$ cat config.mk
export PLATFORM = sky130hd
export DESIGN_NAME = mux_stream_arb
export DESIGN_NICKNAME = d
export VERILOG_FILES = /design/src/rtl/mux_stream_arb.sv
export SDC_FILE = /design/constraint.sdc
export NUM_CORES = 1
export LEC_CHECK = 0
export CAP_MARGIN = 20
export CORE_MARGIN = 2
export CORE_UTILIZATION = 34
export CTS_CLUSTER_DIAMETER = 100
export DETAILED_ROUTE_END_ITERATION = 8
export PLACE_DENSITY = 0.85
export SLEW_MARGIN = 25
export SYNTH_ARGS = -nofsm -noshare
export SYNTH_HDL_FRONTEND = slang
export SYNTH_SLANG_ARGS = --single-unit
$ cat constraint.sdc
create_clock -name clk -period 1.85 [get_ports clk]
set_clock_uncertainty 0.2 [all_clocks]
set_input_delay 0.37 -clock clk [delete_from_list [all_inputs] [get_ports clk]]
set_output_delay 0.37 -clock clk [all_outputs]
set_load 0.01 [all_outputs]
$ cat src/rtl/mux_stream_arb.sv
// mux_stream_arb: N-channel valid/ready stream multiplexer with packet locking.
// The channel is chosen by the external select (MODE 0) or by a round-robin
// arbiter over valid channels (MODE 1). The grant is held until the last
// beat of the packet is accepted. Beats pass through a one-entry registered
// output stage that sustains 1 beat/cycle.
//
// Ports:
//   clk, rst_n          clock, synchronous active-low reset
//   in_data/in_valid/   N_IN input streams; channel k data at [k*WIDTH +: WIDTH]
//   in_last/in_ready
//   sel                 requested channel (MODE 0), sampled while idle
//   out_data/out_valid/ registered output stream, out_chan = source channel
//   out_last/out_chan/out_ready
//   busy                high while a packet holds the grant
module mux_stream_arb #(
  parameter int WIDTH = 8,
  parameter int N_IN  = 4,
  parameter int SEL_W = $clog2(N_IN),
  parameter int MODE  = 0
) (
  input  logic                  clk,
  input  logic                  rst_n,
  input  logic [N_IN*WIDTH-1:0] in_data,
  input  logic [N_IN-1:0]       in_valid,
  input  logic [N_IN-1:0]       in_last,
  output logic [N_IN-1:0]       in_ready,
  input  logic [SEL_W-1:0]      sel,
  output logic [WIDTH-1:0]      out_data,
  output logic                  out_valid,
  output logic                  out_last,
  output logic [SEL_W-1:0]      out_chan,
  input  logic                  out_ready,
  output logic                  busy
);

  typedef enum logic {IDLE = 1'b0, LOCKED = 1'b1} state_t;

  state_t           state, state_nx;
  logic [SEL_W-1:0] g, g_nx;
  logic [SEL_W-1:0] rr, rr_nx;
  logic             pick_ok;
  logic [SEL_W-1:0] pick;
  logic             slot_free;
  logic             acc;
  logic [WIDTH-1:0] g_data;
  logic             g_valid;
  logic             g_last;

  // Channel selection while idle.
  always_comb begin
    pick_ok = 1'b0;
    pick    = '0;
    if (MODE == 0) begin
      // An out-of-range sel matches no channel, so the arbiter stays idle.
      for (int unsigned k = 0; k < N_IN; k++) begin
        if (SEL_W'(k) == sel && in_valid[k]) begin
          pick_ok = 1'b1;
          pick    = SEL_W'(k);
        end
      end
    end else begin
      // Scan offsets from N_IN down to 1 so the last hit written is the
      // closest channel after rr; offset N_IN (rr itself) ranks lowest.
      for (int unsigned i = 0; i < N_IN; i++) begin
        if (in_valid[(32'(rr) + N_IN - i) % N_IN]) begin
          pick_ok = 1'b1;
          pick    = SEL_W'((32'(rr) + N_IN - i) % N_IN);
        end
      end
    end
  end

  // Granted-channel view.
  always_comb begin
    g_data  = '0;
    g_valid = 1'b0;
    g_last  = 1'b0;
    for (int unsigned k = 0; k < N_IN; k++) begin
      if (SEL_W'(k) == g) begin
        g_data  = in_data[k*WIDTH +: WIDTH];
        g_valid = in_valid[k];
        g_last  = in_last[k];
      end
    end
  end

  // in_ready depends only on registered state, out_valid and out_ready.
  assign slot_free = !out_valid || out_ready;
  assign acc       = (state == LOCKED) && g_valid && slot_free;
  assign busy      = (state == LOCKED);

  always_comb begin
    in_ready = '0;
    for (int unsigned k = 0; k < N_IN; k++) begin
      in_ready[k] = (state == LOCKED) && (SEL_W'(k) == g) && slot_free;
    end
  end

  always_comb begin
    state_nx = state;
    g_nx     = g;
    rr_nx    = rr;
    case (state)
      IDLE: begin
        if (pick_ok) begin
          state_nx = LOCKED;
          g_nx     = pick;
        end
      end
      LOCKED: begin
        if (acc && g_last) begin
          state_nx = IDLE;
          rr_nx    = g;
        end
      end
      default: state_nx = IDLE;
    endcase
  end

  always_ff @(posedge clk) begin
    if (!rst_n) begin
      state     <= IDLE;
      g         <= '0;
      rr        <= SEL_W'(N_IN - 1);
      out_data  <= '0;
      out_valid <= 1'b0;
      out_last  <= 1'b0;
      out_chan  <= '0;
    end else begin
      state <= state_nx;
      g     <= g_nx;
      rr    <= rr_nx;
      if (acc) begin
        out_data  <= g_data;
        out_last  <= g_last;
        out_chan  <= g;
        out_valid <= 1'b1;
      end else if (out_ready) begin
        out_valid <= 1'b0;
      end
    end
  end

endmodule

==> out/summary.txt <==
Peak VDD IR - 0.254 mV
Power per Cell Area - 530 mW/mm²
CP max FO - 6
crit path capture type - flop
syn avg cell area - 9.91 µm²
DRT iter0 DRCs - 42
worst skew pair latency - 290 ps
MaxCap Viol Count - 0
DIE WIDTH - 59.3 µm
vias in the first global route - 1177
Setup CP Type - flop to flop
Post-CTS Hold Fix Bufs - 0
initial antenna violation count - 0
antenna diode count - 0
layout cells sized above 1 - 0.318
Crit path required time - 1880 ps
xor and xnor area share after synthesis - 0
register area share after synthesis - 0.288
Seq pwr share - 0.376
deepest clock path buffer count - 2
average routed wire per standard cell - 15.9 µm
GPL Wtd Cong - 0.826
dominant cells by area after synthesis - dfxtp_1 (29%), mux4_2 (24%), a21oi_2 (6.7%), a31o_1 (6.7%), nand4_1 (5.4%)
Pleak - 0.695 nW
Comb power frac - 0.421
vias - 1135
first-pass GRT wire length - 5.21 mm
number of remaining DRC errors - 0
# IOs - 62
Core Region - 0.00298 mm²
area grow syn2layout - 76.4%
Int Power - 0.000678 W
Hold WC Path Type - flop to flop
status - finished clean
Filler Cell Count - 235
DIE AREA - 0.00352 mm²
Syn Nets - 150
port bufs - 61
FP Rows - 20
crit start category - flop
remaining global-route overflow - 0
Clock Sinks - 15
Max Fclk - 548 MHz
Post-layout nets - 222
synthesized flop and latch total - 15
Pre-antenna DRT Iters - 4
Slew @ Worst Pin - 231 ps
most common cell after layout, fill and taps aside - clkdlybuf4s50_1
P_sw - 0.000295 W
Detail Route Antenna Nets - 0
fin util - 0.617
Final setup viols - 0
Tot Pwr - 0.000973 W
DPL Wire Length - 2.64 mm
area fraction in compound gates after synthesis - 0.197
Die Ht - 59.3 µm
Post-Syn Area - 0.00104 mm²
largest family of logic cells by synthesized area - multiplexers
mux contribution to synthesized area - 0.269
Synth Area in Simple Gates - 0.135
most frequent cells in the layout - clkdlybuf4s50_1 (51), buf_4 (16), inv_1 (13)
Cells after Synth - 105
Cell variety after synth - 27
Initial Utilization - 0.350
Slew HR - 0.846
Final period util - 0.987
Worst-path clk slew - 100 ps
area leader, netlist - dfxtp_1
WL final - 3.32 mm
Worst EP arrival - 1860 ps
largest net degree at the start of global routing - 26
Inserted Clock Buffers - 3
max-slew violations - 0
synthesized-area fraction occupied by adder cells - 0
CTS tree - built
Final min period - 1830 ps
DR vias/cell - 5.43
Hold Fails Final Rpt - 0
Synth top area share - 0.288
WHS - 356 ps
H-tree Lvls - 1
switching portion of total power - 0.303
Syn. warnings - 0
clk root buf - clkbuf_4
clock share of power - 0.203
total track usage - 0.200
-- final timing paths --
kind	slack (ps)	start	depth (start not counted)	endpoint
setup reg to reg	20	g[1]$_SDFFE_PN0P_	4	out_data[7]$_SDFFE_PN0P_
hold reg to reg	360	out_data[5]$_SDFFE_PN0P_	3	out_data[5]$_SDFFE_PN0P_
setup / recovery	20	g[1]$_SDFFE_PN0P_	4	out_data[7]$_SDFFE_PN0P_
hold / removal	360	out_data[5]$_SDFFE_PN0P_	3	out_data[5]$_SDFFE_PN0P_
-- power by group through the flow --
| stage | registers (W) | logic (W) | clock network [W] |
|---|---|---|---|
| 4_1_cts | 0.000366 | 0.000387 | 0.000201 |
| 3_5_place_dp | 0.000371 | 0.000385 | 0 |
| 3_3_place_gp | 0.000370 | 0.000369 | 0 |
| 5_1_grt | 0.000369 | 0.000435 | 0.000209 |
| 2_1_floorplan | 0.000372 | 0.000182 | 0 |
| 6_report | 0.000366 | 0.000410 | 0.000197 |
-- Yosys cell counts --
cell type and instances:
mux4_2 11, o22ai_1 1, nand2b_1 1, a21oi_2 8, a31oi_1 2, o21ai_0 1
dfxtp_1 15, nand3b_1 1, buf_6 2, o21a_1 2, a31o_1 8, nor2b_1 1
nand4_1 9, nor3_1 2, clkbuf_1 9, nand4b_1 1, o31ai_1 1, mux2i_1 1
and4_1 2, nand3_1 1, nor2_1 3, inv_1 13, nand2_1 3, a21oi_1 2
buf_2 2, mux2_2 2, a31o_2 1
-- final cells by class --
| type | count | area, µm² | share of cell area |
|---|---|---|---|
| inverters | 13 | 48.8 | 0.0266 |
| well taps | 33 | 41.3 | 0.0225 |
| repair buffers | 80 | 766 | 0.417 |
| multi-input cells | 64 | 644 | 0.351 |
| clock buffers | 3 | 22.5 | 0.0123 |
| flip-flops and latches | 15 | 309 | 0.168 |
| clock inverters | 1 | 5.00 | 0.00272 |
-- flip-flops by register name, summed over array words and instances, names as in the netlist --
register,flops
busy,1
g,2
out_data,8
out_valid,1
out_last,1
out_chan,2
-- repair_timing --
item / CTS / global route
buffers inserted: 0 / 1
pin swaps: 3 / 0
cloned: 0 / 1
resized for setup: 29 / 5
setup endpoints to repair: 12 / 9
-- stage by stage --
step / cell area [µm²] / worst slack [ps] / instances / setup TNS (ps)
detailed placement: 1750 / -567 / 203 / -5630
global placement: 1750 / -492 / 203 / -5040
floorplan: 1040 / 71.6 / 105 / 0
CTS: 1790 / 2.71 / 207 / 0
finish: 1840 / 24.3 / 209 / 0
global route: 1840 / -14.5 / 209 / -24.1
-- routing by layer --
layer  wire length [µm]  GRT usage  up-vias  part of all wire
li1                   -          -      534                 -
met1               1200      0.227      526              0.36
met2               1780      0.377       65              0.54
met3                260     0.0197       10             0.078
met4                 78     0.0812        0             0.023
met5                  0          0        -                 0
-- kinds of logic (layout without fill, tap and decap cells) --
group,count (synthesis),in the layout
compound gates,26,26
mux,14,14
flops,15,15
simple gates,24,24
buf+inv,26,97
-- critical path, cell delays in order, from the launching register on --
cell	delay, ps
dfxtp_4	390
mux4_2	620
buf_6	180
a31o_2	240
a21oi_2	130
(Power assumes the default switching activity.)
